===== src/rtl/pulse_stim_gen_if.sv =====
// Handshake and configuration bundle between the test sequencer (master)
// and the pulse stimulus generator (slave).
interface pulse_stim_gen_if #(
    parameter int CW = 8,
    parameter int RW = 8
);
    logic          start;
    logic          abort;
    logic [CW-1:0] cfg_a_delay;
    logic [CW-1:0] cfg_a_width;
    logic [CW-1:0] cfg_b_delay;
    logic [CW-1:0] cfg_b_width;
    logic [CW-1:0] cfg_period;
    logic [RW-1:0] cfg_repeat;
    logic          a;
    logic          b;
    logic          busy;
    logic          done;
    logic [RW-1:0] pulse_cnt;

    modport master (
        output start, abort,
        output cfg_a_delay, cfg_a_width, cfg_b_delay, cfg_b_width,
        output cfg_period, cfg_repeat,
        input  a, b, busy, done, pulse_cnt
    );

    modport slave (
        input  start, abort,
        input  cfg_a_delay, cfg_a_width, cfg_b_delay, cfg_b_width,
        input  cfg_period, cfg_repeat,
        output a, b, busy, done, pulse_cnt
    );
endinterface


===== src/rtl/pulse_stim_gen.sv =====
// Programmable dual pulse-train generator driving the a/b path inputs of a
// specify-block timing model; windows per period, repeated, abortable.
//
// state  | meaning
// -------+-----------------------------------------------------------
// S_IDLE | waiting for start; pulse_cnt holds the last run's count
// S_RUN  | stepping phase 0..period-1, emitting a/b windows
// S_DONE | one-cycle done pulse, all stimulus outputs low
module pulse_stim_gen #(
    parameter int CW = 8,
    parameter int RW = 8
) (
    input  logic             clk,
    input  logic             rst_n,
    pulse_stim_gen_if.slave  bus
);
    typedef enum logic [1:0] {S_IDLE, S_RUN, S_DONE} state_t;

    state_t        r_state;
    logic [CW-1:0] r_phase;
    logic [RW-1:0] r_cnt;
    logic [CW-1:0] r_a_delay;
    logic [CW-1:0] r_a_width;
    logic [CW-1:0] r_b_delay;
    logic [CW-1:0] r_b_width;
    logic [CW-1:0] r_period;
    logic [RW-1:0] r_repeat;
    logic          r_a;
    logic          r_b;
    logic          r_busy;
    logic          r_done;

    logic          w_last;
    logic [CW-1:0] w_phase_nxt;
    logic [RW-1:0] w_cnt_nxt;

    assign w_last      = (r_phase == r_period - CW'(1));
    assign w_phase_nxt = r_phase + CW'(1);
    assign w_cnt_nxt   = r_cnt + RW'(1);

    // Window end is formed one bit wider so delay+width never wraps.
    function automatic logic in_win(logic [CW-1:0] p, logic [CW-1:0] d, logic [CW-1:0] w);
        logic [CW:0] e;
        e = {1'b0, d} + {1'b0, w};
        return (p >= d) && ({1'b0, p} < e);
    endfunction

    always_ff @(posedge clk or negedge rst_n) begin
        if (!rst_n) begin
            r_state   <= S_IDLE;
            r_phase   <= '0;
            r_cnt     <= '0;
            r_a_delay <= '0;
            r_a_width <= '0;
            r_b_delay <= '0;
            r_b_width <= '0;
            r_period  <= '0;
            r_repeat  <= '0;
            r_a       <= 1'b0;
            r_b       <= 1'b0;
            r_busy    <= 1'b0;
            r_done    <= 1'b0;
        end else begin
            case (r_state)
                S_IDLE: begin
                    r_done <= 1'b0;
                    if (bus.start) begin
                        r_a_delay <= bus.cfg_a_delay;
                        r_a_width <= bus.cfg_a_width;
                        r_b_delay <= bus.cfg_b_delay;
                        r_b_width <= bus.cfg_b_width;
                        r_period  <= bus.cfg_period;
                        r_repeat  <= bus.cfg_repeat;
                        r_cnt     <= '0;
                        r_phase   <= '0;
                        if (bus.cfg_period == '0 || bus.cfg_repeat == '0) begin
                            r_state <= S_DONE;
                            r_done  <= 1'b1;
                        end else begin
                            r_state <= S_RUN;
                            r_busy  <= 1'b1;
                            r_a     <= in_win('0, bus.cfg_a_delay, bus.cfg_a_width);
                            r_b     <= in_win('0, bus.cfg_b_delay, bus.cfg_b_width);
                        end
                    end
                end
                S_RUN: begin
                    if (w_last) begin
                        // A completed period counts even when abort lands on it.
                        r_cnt   <= w_cnt_nxt;
                        r_phase <= '0;
                        if (w_cnt_nxt == r_repeat || bus.abort) begin
                            r_state <= S_DONE;
                            r_busy  <= 1'b0;
                            r_done  <= 1'b1;
                            r_a     <= 1'b0;
                            r_b     <= 1'b0;
                        end else begin
                            r_a <= in_win('0, r_a_delay, r_a_width);
                            r_b <= in_win('0, r_b_delay, r_b_width);
                        end
                    end else if (bus.abort) begin
                        r_state <= S_DONE;
                        r_busy  <= 1'b0;
                        r_done  <= 1'b1;
                        r_a     <= 1'b0;
                        r_b     <= 1'b0;
                    end else begin
                        r_phase <= w_phase_nxt;
                        r_a     <= in_win(w_phase_nxt, r_a_delay, r_a_width);
                        r_b     <= in_win(w_phase_nxt, r_b_delay, r_b_width);
                    end
                end
                S_DONE: begin
                    r_done  <= 1'b0;
                    r_state <= S_IDLE;
                end
                default: begin
                    r_state <= S_IDLE;
                    r_busy  <= 1'b0;
                    r_done  <= 1'b0;
                    r_a     <= 1'b0;
                    r_b     <= 1'b0;
                end
            endcase
        end
    end

    assign bus.a         = r_a;
    assign bus.b         = r_b;
    assign bus.busy      = r_busy;
    assign bus.done      = r_done;
    assign bus.pulse_cnt = r_cnt;
endmodule


===== src/flat_wrapper.sv =====
// flat-port wrapper written by rule: the top's interface ports become plain ports
module pulse_stim_gen_flat 
#(
    parameter int CW = 8,
    parameter int RW = 8
)
  (clk, rst_n, bus_start, bus_abort, bus_cfg_a_delay, bus_cfg_a_width, bus_cfg_b_delay, bus_cfg_b_width, bus_cfg_period, bus_cfg_repeat, bus_a, bus_b, bus_busy, bus_done, bus_pulse_cnt);
  pulse_stim_gen_if #(.CW(CW), .RW(RW)) bus_i ();
  input  logic clk;
  input  logic rst_n;
  input wire logic [$bits(bus_i.start)-1:0] bus_start;
  input wire logic [$bits(bus_i.abort)-1:0] bus_abort;
  input wire logic [$bits(bus_i.cfg_a_delay)-1:0] bus_cfg_a_delay;
  input wire logic [$bits(bus_i.cfg_a_width)-1:0] bus_cfg_a_width;
  input wire logic [$bits(bus_i.cfg_b_delay)-1:0] bus_cfg_b_delay;
  input wire logic [$bits(bus_i.cfg_b_width)-1:0] bus_cfg_b_width;
  input wire logic [$bits(bus_i.cfg_period)-1:0] bus_cfg_period;
  input wire logic [$bits(bus_i.cfg_repeat)-1:0] bus_cfg_repeat;
  output wire logic [$bits(bus_i.a)-1:0] bus_a;
  output wire logic [$bits(bus_i.b)-1:0] bus_b;
  output wire logic [$bits(bus_i.busy)-1:0] bus_busy;
  output wire logic [$bits(bus_i.done)-1:0] bus_done;
  output wire logic [$bits(bus_i.pulse_cnt)-1:0] bus_pulse_cnt;
  assign bus_i.start = bus_start;
  assign bus_i.abort = bus_abort;
  assign bus_i.cfg_a_delay = bus_cfg_a_delay;
  assign bus_i.cfg_a_width = bus_cfg_a_width;
  assign bus_i.cfg_b_delay = bus_cfg_b_delay;
  assign bus_i.cfg_b_width = bus_cfg_b_width;
  assign bus_i.cfg_period = bus_cfg_period;
  assign bus_i.cfg_repeat = bus_cfg_repeat;
  assign bus_a = bus_i.a;
  assign bus_b = bus_i.b;
  assign bus_busy = bus_i.busy;
  assign bus_done = bus_i.done;
  assign bus_pulse_cnt = bus_i.pulse_cnt;
  pulse_stim_gen #(.CW(CW), .RW(RW)) u_core (.clk(clk), .rst_n(rst_n), .bus(bus_i));
endmodule

===== config.mk =====
export PLATFORM = sky130hd
export DESIGN_NAME = pulse_stim_gen_flat
export DESIGN_NICKNAME = d
export VERILOG_FILES = /design/src/rtl/pulse_stim_gen_if.sv /design/src/rtl/pulse_stim_gen.sv /design/src/flat_wrapper.sv
export SDC_FILE = /design/constraint.sdc
export NUM_CORES = 1
export LEC_CHECK = 0
export ABC_AREA = 1
export BUFFER_PORTS_ARGS = -buffer_cell sky130_fd_sc_hd__buf_2
export CAP_MARGIN = 20
export CORE_UTILIZATION = 30
export DETAILED_ROUTE_END_ITERATION = 8
export SETUP_SLACK_MARGIN = 0.5
export SYNTH_ARGS = -nofsm -noshare
export SYNTH_HDL_FRONTEND = slang
export SYNTH_SLANG_ARGS = --single-unit

===== constraint.sdc =====
create_clock -name clk -period 5.3 [get_ports clk]
set_clock_uncertainty 0.1 [all_clocks]
set_input_delay 0.265 -clock clk [delete_from_list [all_inputs] [get_ports clk]]
set_output_delay 0.265 -clock clk [all_outputs]
set_load 0.1 [all_outputs]

* Word level (Yosys, flattened, before mapping)
Index checks and enable logic that the tools add are counted.
** Operators by class
- Reductions and logical operators :: 19
- Muxes and demuxes :: 36
- Order comparisons :: 12
- Bitwise logic cells :: 1
- Eq/ne operators :: 10
- $add $sub $neg :: 7
** Operators with widths (number)
- $add 8x8->9 :: 4
- $lt 1x9->1 const A :: 4
- $ge 1x8->1 const A :: 4
- $mux 8 :: 4
- $pmux 8 s2 :: 2
- $mux 1 :: 20
- $lt 8x9->1 :: 2
- $add 8x1->8 const B :: 2
- $eq 8x8->1 :: 2
- $ge 8x8->1 :: 2
- $logic_not 8->1 :: 2
- $reduce_and 3->1 :: 4
- $mux 2 :: 5
- $pmux 1 s3 :: 3
- $sub 8x1->8 const B :: 1
- $logic_and 1x1->1 :: 6
- $ne 3x2->1 const B :: 2
- $reduce_and 5->1 :: 1
- $ne 2x2->1 const B :: 2
- $pmux 2 s2 :: 1
- $reduce_and 2->1 :: 2
- $ne 3x3->1 const B :: 1
- $eq 2x1->1 const B :: 1
- $eq 2x2->1 const B :: 1
- 6 further kinds :: 7
** Word-level totals
- Logic and storage cells :: 98
- Flip-flop bits (word level) :: 70
- Input bits :: 52
- Output and inout bits :: 12

* Depth between registers and ports, before layout
Gate-level depths: netlist (run 1).
- Depth after elaboration :: 6
- Gate-level depth with buffers :: 19
- Depth with buffers taken out :: 19

* Worst setup path after synthesis (run 1)
Ideal clock, no wire load.
- Path kind :: register to register
- Start point :: register u_core.r_cnt[0], in the netlist u_core.bus.pulse_cnt[0]
- End point :: register u_core.r_busy, in the netlist u_core.bus.busy
- Buffers on the path :: 0
- Library setup time :: 0.079 ns
- Cell stages (with the launch flop) :: 14
- Setup slack :: 2.755 ns
- Arrival :: 2.366 ns
- Cell sequence :: dfrtp_1 ha_1 nand3_1 nand2_1 nand2_1 nand2_1 nand3_1 nor2_1 nand2_1 nor2_1 nand2_1 nand2_2 a21oi_1 a21oi_1
** Between the ends
- Longest elaborated chain between the ends :: 5
** Ends and longest elaborated chain
- start, declared :: RTL line pulse_stim_gen.sv:21 : logic [RW-1:0] r_cnt;
- start signal, assigned :: RTL line pulse_stim_gen.sv:90 : r_cnt <= w_cnt_nxt;
- $add 8x1->8 :: RTL line pulse_stim_gen.sv:39 : assign w_cnt_nxt = r_cnt + RW'(1);
- $eq 8x8->1 :: RTL line pulse_stim_gen.sv:92 : if (w_cnt_nxt == r_repeat || bus.abort) begin
- $logic_or 1x1->1 :: RTL line pulse_stim_gen.sv:92
- $ne 3x3->1 (no source line)
- $reduce_and 5->1 (no source line)
- end signal, assigned :: RTL line pulse_stim_gen.sv:94 : r_busy <= 1'b0;
- end signal, assigned :: RTL line pulse_stim_gen.sv:104 : r_busy <= 1'b0;
- end signal, assigned :: RTL line pulse_stim_gen.sv:120 : r_busy <= 1'b0;
- end, declared :: RTL line pulse_stim_gen.sv:30 : logic r_busy;
No other way between the ends.
A chain may end at the register's enable or synchronous reset.

* Final worst setup path (run 1)
- Start point :: register u_core.r_phase[0]
- End point :: register u_core.r_a, in the netlist u_core.bus.a
** Between the ends
- Longest elaborated chain between the ends :: 6
- Elaborated cells on any way between the ends :: 8
** Ends and longest elaborated chain
- start, declared :: RTL line pulse_stim_gen.sv:20 : logic [CW-1:0] r_phase;
- start signal, assigned :: RTL line pulse_stim_gen.sv:109 : r_phase <= w_phase_nxt;
- $add 8x1->8 :: RTL line pulse_stim_gen.sv:38 : assign w_phase_nxt = r_phase + CW'(1);
- $lt 8x9->1 / $ge 8x8->1 (equally long branches) :: RTL line pulse_stim_gen.sv:45 : return (p >= d) && ({1'b0, p} < e);
- $logic_and 1x1->1 :: RTL line pulse_stim_gen.sv:45
- $mux 1 :: RTL line pulse_stim_gen.sv:102 : end else if (bus.abort) begin
- $mux 1 * :: RTL line pulse_stim_gen.sv:88 : if (w_last) begin
- $pmux 1 s3 * :: RTL line pulse_stim_gen.sv:64 : case (r_state)
- end signal, assigned :: RTL line pulse_stim_gen.sv:82 : r_a <= in_win('0, bus.cfg_a_delay, bus.cfg_a_width);
- end signal, assigned :: RTL line pulse_stim_gen.sv:99 : r_a <= in_win('0, r_a_delay, r_a_width);
- end signal, assigned :: RTL line pulse_stim_gen.sv:110 : r_a <= in_win(w_phase_nxt, r_a_delay, r_a_width);
- end, declared :: RTL line pulse_stim_gen.sv:28 : logic r_a;
Every way passes the cells marked *; elsewhere a longest branch is shown, timed or not.

==> run_results.csv, run 1 <==
group,metric,value,unit
status,status,"complete, no violations",
logic_synthesis,async_flop_share,100,%
logic_synthesis,synthTopCellsByCount,"259 x nand2_1, 101 x inv_1, 70 x dfrtp_1",
die,coreArea,18300,um^2
worst_setup_path,crit_path_end_kind,"flop",
cells_and_area,drive_gt1_share,13.0,%
clock_network,cts_hold_buf,0,
placement,io_buffers,63,
logic_synthesis,ys_ff_latch,70,
logic_synthesis,syn-instance-count,791,
placement,place_ws,2.50,ns
power_and_ir_drop,vdd_drop_max,0.000351,V
clock_network,clock_sinks,70,
logic_synthesis,synth_warnings,0,
logic_synthesis,avgSynthCellArea,7.19,um^2
cells_and_area,nets,975,
logic_synthesis,ys.flop_type,"dfrtp_1",
logic_synthesis,synth_fp_nets,912,
clock_network,clkTransAtPathRegs,0.06,ns
drt,drt_iter0_drc,261,
worst_setup_path,crit_type,"reg -> reg",
die,die_h,140,um
sta,finalHoldViolCount,0,
global_routing,grt_pass1_wl,24.6,mm
sta,holdWs,0.0349,ns
sta,finalSetupViolCount,0,
worst_setup_path,start_kind,"flop",
drt,detail-route-antenna-nets,0,
logic_synthesis,syn_area,5690,um^2
sta,relSlewSlack,37.6,%
cells_and_area,final_core_util,35.6,%
global_routing,grtUsageTotal,16.0,%
min_path,hold_class,"in -> async",
logic_synthesis,netlist_top_cells_area,"dfrtp_1 31%, nand2_1 17%, ha_1 14%",
sta,grt_setup_unrepaired,"false",
logic_synthesis,synth-edff-count,0,
placement,gp_congestion,0.824,
clock_network,cts_resized,0,
global_routing,grt_max_degree,74,
sta,slew_viol_final,0,
logic_synthesis,yosys.cell_types.count,43,
clock_network,insertion_delay,0.34,ns
placement,hpwl,11.2,mm
worst_setup_path,path_max_fanout,9,
drt,drc,0,
worst_setup_path,arrival,3.01,ns
drt,first_pass_iters,4,
clock_network,cts_setup_buffers,0,
sta,fin_setup_tns,0,ns
clock_network,h-tree-depth,3,
sta,fmax,0.351,GHz
clock_network,cts-root-buf,"clkbuf_16",
drt,wl_per_cell,13.4,um
die,die_w,140,um
sta,min_period_over_period,53.7,%
power_and_ir_drop,p_per_area,585,nW/um^2
sta,tightest_slew,0.936,ns
logic_synthesis,yosysSeqAreaShare,30.8,%
die,die_area,19500,um^2
die,pin_count,64,
sta,period_minus_slack,2.85,ns
logic_synthesis,synth_most_common_cell,"nand2_1",
die,placementRows,49,
cells_and_area,synthToLayoutAreaGrowth,14.5,%
clock_network,clockBufferDepth,2,
clock_network,cts_tree,"done",
die,start_util,31.1,%
power_and_ir_drop,p_total,3.81,mW
drt,vias,5210,
clock_network,cts_made_buffers,9,
global_routing,antenna_found_initial,0,
sta,fin_ws,2.45,ns
drt,vias_per_cell,4.79,
global_routing,gr-total-overflow,0,
run,timing.max_cap.violations,0,
global_routing,grt_pass1_vias,5007,
logic_synthesis,synth_area_leader_cell,"dfrtp_1",
logic_synthesis,yosysTopAreaCellShare,30.8,%
power_and_ir_drop,p_leak,3.46,nW
cells_and_area,n_antenna_cell,0,
worst_setup_path,cp.required,5.46,ns
drt,drt-total-wl,14.6,mm
==> stage by stage <==
| stage | cell area, um^2 | std cells |
|---|---|---|
| after global routing | 6510 | 1088 |
| after CTS | 6510 | 1088 |
| after floorplan | 5690 | 791 |
| after detailed placement | 6240 | 1072 |
| final | 6510 | 1088 |
| after global placement | 6240 | 1072 |
==> layout make-up <==
type	count	area, um^2
sequential	70	1750
clock inverter	4	22.5
tap	229	287
multi-input combinational	601	3470
timing repair buffer	66	338
fill	1998	11800
inverter	106	398
clock buffer	12	246
==> state kept, by name (all words and copies together), names as in the netlist <==
signal	count
u_core.r_repeat	8
u_core.r_state	2
u_core.bus.pulse_cnt	8
u_core.bus.done	1
u_core.r_b_delay	8
u_core.r_a_delay	8
u_core.r_b_width	8
u_core.bus.busy	1
u_core.r_phase	8
u_core.r_period	8
u_core.bus.a	1
u_core.r_a_width	8
u_core.bus.b	1
==> layout by cell type, fill, tap and decap left out, types with 2 or more instances in the layout <==
| cell type | instances |
|---|---|
| fa_1 | 4 |
| inv_1 | 101 |
| nor2_2 | 5 |
| clkinv_2 | 3 |
| clkbuf_16 | 9 |
| o21ai_0 | 36 |
| a21oi_1 | 24 |
| o21ai_2 | 2 |
| nand2_2 | 2 |
| nor3_1 | 4 |
| nor2_4 | 6 |
| nand3_2 | 5 |
| nor2_1 | 50 |
| buf_4 | 3 |
| o21a_1 | 2 |
| o21bai_1 | 2 |
| nor4_1 | 12 |
| o2111ai_1 | 2 |
| inv_2 | 4 |
| or2_2 | 2 |
| buf_2 | 63 |
| xor2_1 | 13 |
| nand3_1 | 56 |
| xnor2_1 | 6 |
| nand3b_1 | 8 |
| nand4_2 | 2 |
| ha_1 | 65 |
| clkbuf_1 | 2 |
| dfrtp_1 | 70 |
| nand4_1 | 22 |
| o21ai_1 | 2 |
| nand2_1 | 259 |
==> per-layer routing <==
metal,vias to the layer above,track usage [%],routed length [um]
met1,2361,23.0,7660
met5,-,0,0
met2,140,24.0,6000
met3,14,3.17,784
met4,0,4.51,150
li1,2695,-,-
==> worst max-delay path, cell delays in order, from the launching register on <==
cell      delay [ns]
dfrtp_1         0.55
ha_1            0.25
nand3_1         0.11
nand3b_1        0.20
xor2_1          0.43
ha_1            0.34
a21o_1          0.16
nand4_1         0.08
nand2_1         0.05
nor2_1          0.12
nand3_1         0.08
nand2_1         0.06
nand3_1         0.08
a21oi_1         0.16
==> where the power goes <==
group / leakage (nW) / switching (mW) / internal [mW]
registers: 0.886 / 0.176 / 0.749
clock network: 0.132 / 0.237 / 0.327
logic: 2.45 / 1.54 / 0.785
==> cell families after synthesis <==
group,count (synthesis),synth area share [%]
AOI/OAI and AO/OA,74,7.15
xor gates and xnor gates,20,3.21
and+or+nand+nor,438,34.8
adders and majority gates,69,15.7
buffers and inverters,120,8.36
DFF,70,30.8
==> path summary, 6_finish.rpt <==
| kind | start | end | cells after the start | slack, ns |
|---|---|---|---|---|
| setup / recovery | u_core.r_phase[0] | u_core.bus.a | 13 | 2.45 |
| hold / removal | rst_n | u_core.bus.pulse_cnt[2] | 2 | 0.03 |
| setup reg to reg | u_core.r_phase[0] | u_core.bus.a | 13 | 2.45 |
| hold reg to reg | u_core.r_b_width[0] | u_core.r_b_width[0] | 2 | 0.37 |
| max in group asynchronous | rst_n | u_core.r_a_width[3] | 2 | 4.44 |
| min in group clk | bus_cfg_b_width[7] | u_core.r_b_width[7] | 3 | 0.04 |
Note: power is estimated with default switching activity, not from simulation.
==> run 2, diff against run 1 <==
Clock period 5.3 ns to 2.4 ns, I/O delays scaled along.
==> run 2 against run 1 <==
Compared with the run above:
- sequential share of layout area decreased by 5.1 points
- critical path type unchanged
- the run now ends with negative setup slack left
- via count increased by 11%
- register-to-register slack got worse by 2.5 ns
==> run_results.csv, run 2 (synthesis results as in run 1) <==
group,metric,value,unit
sta,min_period_over_period,103,%
drt,vias_per_cell,4.78,
placement,hpwl,11.8,mm
die,pin_count,64,
drt,drt-total-wl,16.6,mm
clock_network,cts_tree,"done",
sta,finalHoldViolCount,0,
power_and_ir_drop,p_clk_share,14.0,%
worst_setup_path,start_kind,"flop",
sta,grt_setup_unrepaired,"true",
sta,holdWs,0.0335,ns
clock_network,clock_sinks,70,
global_routing,grt_pass1_vias,5445,
cells_and_area,final_core_util,44.5,%
clock_network,clkTransAtPathRegs,0.06,ns
cells_and_area,final_common_cell,"nand2_1",
placement,gp_congestion,0.795,
global_routing,grtUsageTotal,17.6,%
sta,fin_ws,-0.0639,ns
die,placementRows,49,
worst_setup_path,cp.required,2.54,ns
cells_and_area,fin_area,8130,um^2
worst_setup_path,reg2reg_depth,20,
worst_setup_path,crit_buf_inv,8,
global_routing,antenna_found_initial,0,
worst_setup_path,path_cells,"ha_4 > inv_2 > fa_2 > inv_2 > nand3_2 > nand3_2 > buf_6 > buf_4 > buf_4 > buf_4 > buf_6 > buf_6 > nand2_2 > nor2_1 > nor2_1 > nand3_1 > nand2_1 > nand2_1 > nand3_1 > a21oi_1",
worst_setup_path,arrival,2.60,ns
clock_network,insertion_delay,0.35,ns
die,coreArea,18300,um^2
drt,drt_iter0_drc,323,
power_and_ir_drop,vdd_drop_max,0.000647,V
placement,place_ws,-0.164,ns
worst_setup_path,crit_path_end_kind,"flop",
worst_setup_path,crit_type,"reg -> reg",
clock_network,cts_made_buffers,9,
worst_setup_path,critPathTopFamily,"buffers and inverters",
power_and_ir_drop,switching_power,4.97,mW
power_and_ir_drop,p_leak,4.11,nW
worst_setup_path,r2r_slack,-0.06,ns
die,die_area,19500,um^2
power_and_ir_drop,pwr-share-comb,65.8,%
cells_and_area,final-instance-count-excl-fill,1212,
cells_and_area,final_cell_mix,"242 x nand2_1, 94 x inv_1, 69 x buf_4, 63 x buf_2, 62 x dfrtp_1",
global_routing,grt_pass1_wl,27.1,mm
die,start_util,31.1,%
worst_setup_path,path_max_fanout,2,
run,timing.max_cap.violations,0,
clock_network,h-tree-depth,3,
global_routing,gr-total-overflow,0,
placement,io_buffers,63,
worst_setup_path,r2r_start,"u_core.r_b_width[0]",
placement,place_inst,1111,
cells_and_area,nets,1099,
sta,fmax,0.406,GHz
drt,wl_per_cell,13.7,um
sta,fin_setup_tns,-0.120,ns
cells_and_area,synthToLayoutAreaGrowth,43.0,%
worst_setup_path,cp.depth,20,
clock_network,clockBufferDepth,2,
power_and_ir_drop,swShare,47.1,%
power_and_ir_drop,intPower,5.58,mW
min_path,hold_class,"in -> reg",
power_and_ir_drop,p_total,10.6,mW
worst_setup_path,critPathSlowestCell,"dfrtp_1",
clock_network,cts-root-buf,"clkbuf_16",
sta,period_minus_slack,2.46,ns
power_and_ir_drop,power.share.sequential,20.3,%
cells_and_area,n_antenna_cell,0,
die,die_h,140,um
placement,place_area,6610,um^2
global_routing,grt_max_degree,38,
status,status,"complete, but fails checks",
die,die_w,140,um
min_path,hold_path_depth,3,
power_and_ir_drop,p_per_area,1300,nW/um^2
sta,slew_viol_final,0,
drt,first_pass_iters,4,
drt,vias,5791,
status,violations,"negative setup slack",
worst_setup_path,r2r_end,"u_core.bus.b",
drt,detail-route-antenna-nets,0,
sta,relSlewSlack,66.3,%
drt,drc,0,
cells_and_area,drive_gt1_share,27.8,%
min_path,hold_end,"u_core.r_a_delay[7]",
worst_setup_path,max_stage_delay,0.41,ns
min_path,hp-start,"bus_cfg_a_delay[7]",
sta,tightest_slew,0.506,ns
sta,finalSetupViolCount,2,
-- run 2: how the worst max path moves through the flow --
stage / slack, ns / startpoint / end
global placement: -0.09 / u_core.r_a_width[0] / u_core.bus.a
detailed placement: -0.16 / u_core.r_b_delay[0] / u_core.bus.b
global route: -0.23 / u_core.r_phase[1] / u_core.bus.a
floorplan: -0.001 / u_core.r_a_delay[0] / u_core.bus.a
finish: -0.06 / u_core.r_b_width[0] / u_core.bus.b
CTS: -0.09 / u_core.r_b_delay[0] / u_core.bus.b
-- run 2: routing by layer --
metal / GRT usage, % / part of all wire, % / up-vias
met5: 0 / 0 / -
met4: 3.64 / 0.85 / 0
met3: 3.20 / 4.1 / 13
met2: 28.0 / 45 / 134
met1: 24.7 / 50 / 2693
li1: - / - / 2951
-- run 2: layout make-up --
| type | instances | area, um^2 |
|---|---|---|
| fill | 1755 | 10100 |
| inverter | 106 | 399 |
| sequential | 70 | 1770 |
| clock inverter | 6 | 85.1 |
| clock buffer | 10 | 239 |
| multi-input combinational | 603 | 3940 |
| tap | 229 | 287 |
| timing repair buffer | 188 | 1410 |
-- run 2: what timing repair did --
item	4_1_cts	5_1_grt
pin swaps	44	48
hold buffers	49	0
resized for setup	43	41
setup buffers	22	12
endpoints found under the setup margin	27	48
endpoints found under the hold margin	119	0
gates cloned	2	0
-- run 2: power groups by stage --
stage	combinational, mW	clock [mW]	sequential, mW
after global placement	5.58	0	2.06
after detailed placement	5.62	0	2.06
after global routing	7.73	1.55	2.18
after CTS	6.35	1.50	2.07
final	6.94	1.47	2.14
after floorplan	3.76	0	2.31
-- run 2: tightest hold or removal path: cells and delay by family --
| kind | cells | cell delay, ns |
|---|---|---|
| buffers and inverters | 1 | 0.09 |
| AO/OA/AOI/OAI | 1 | 0.15 |
| AND/OR/NAND/NOR | 1 | 0.06 |
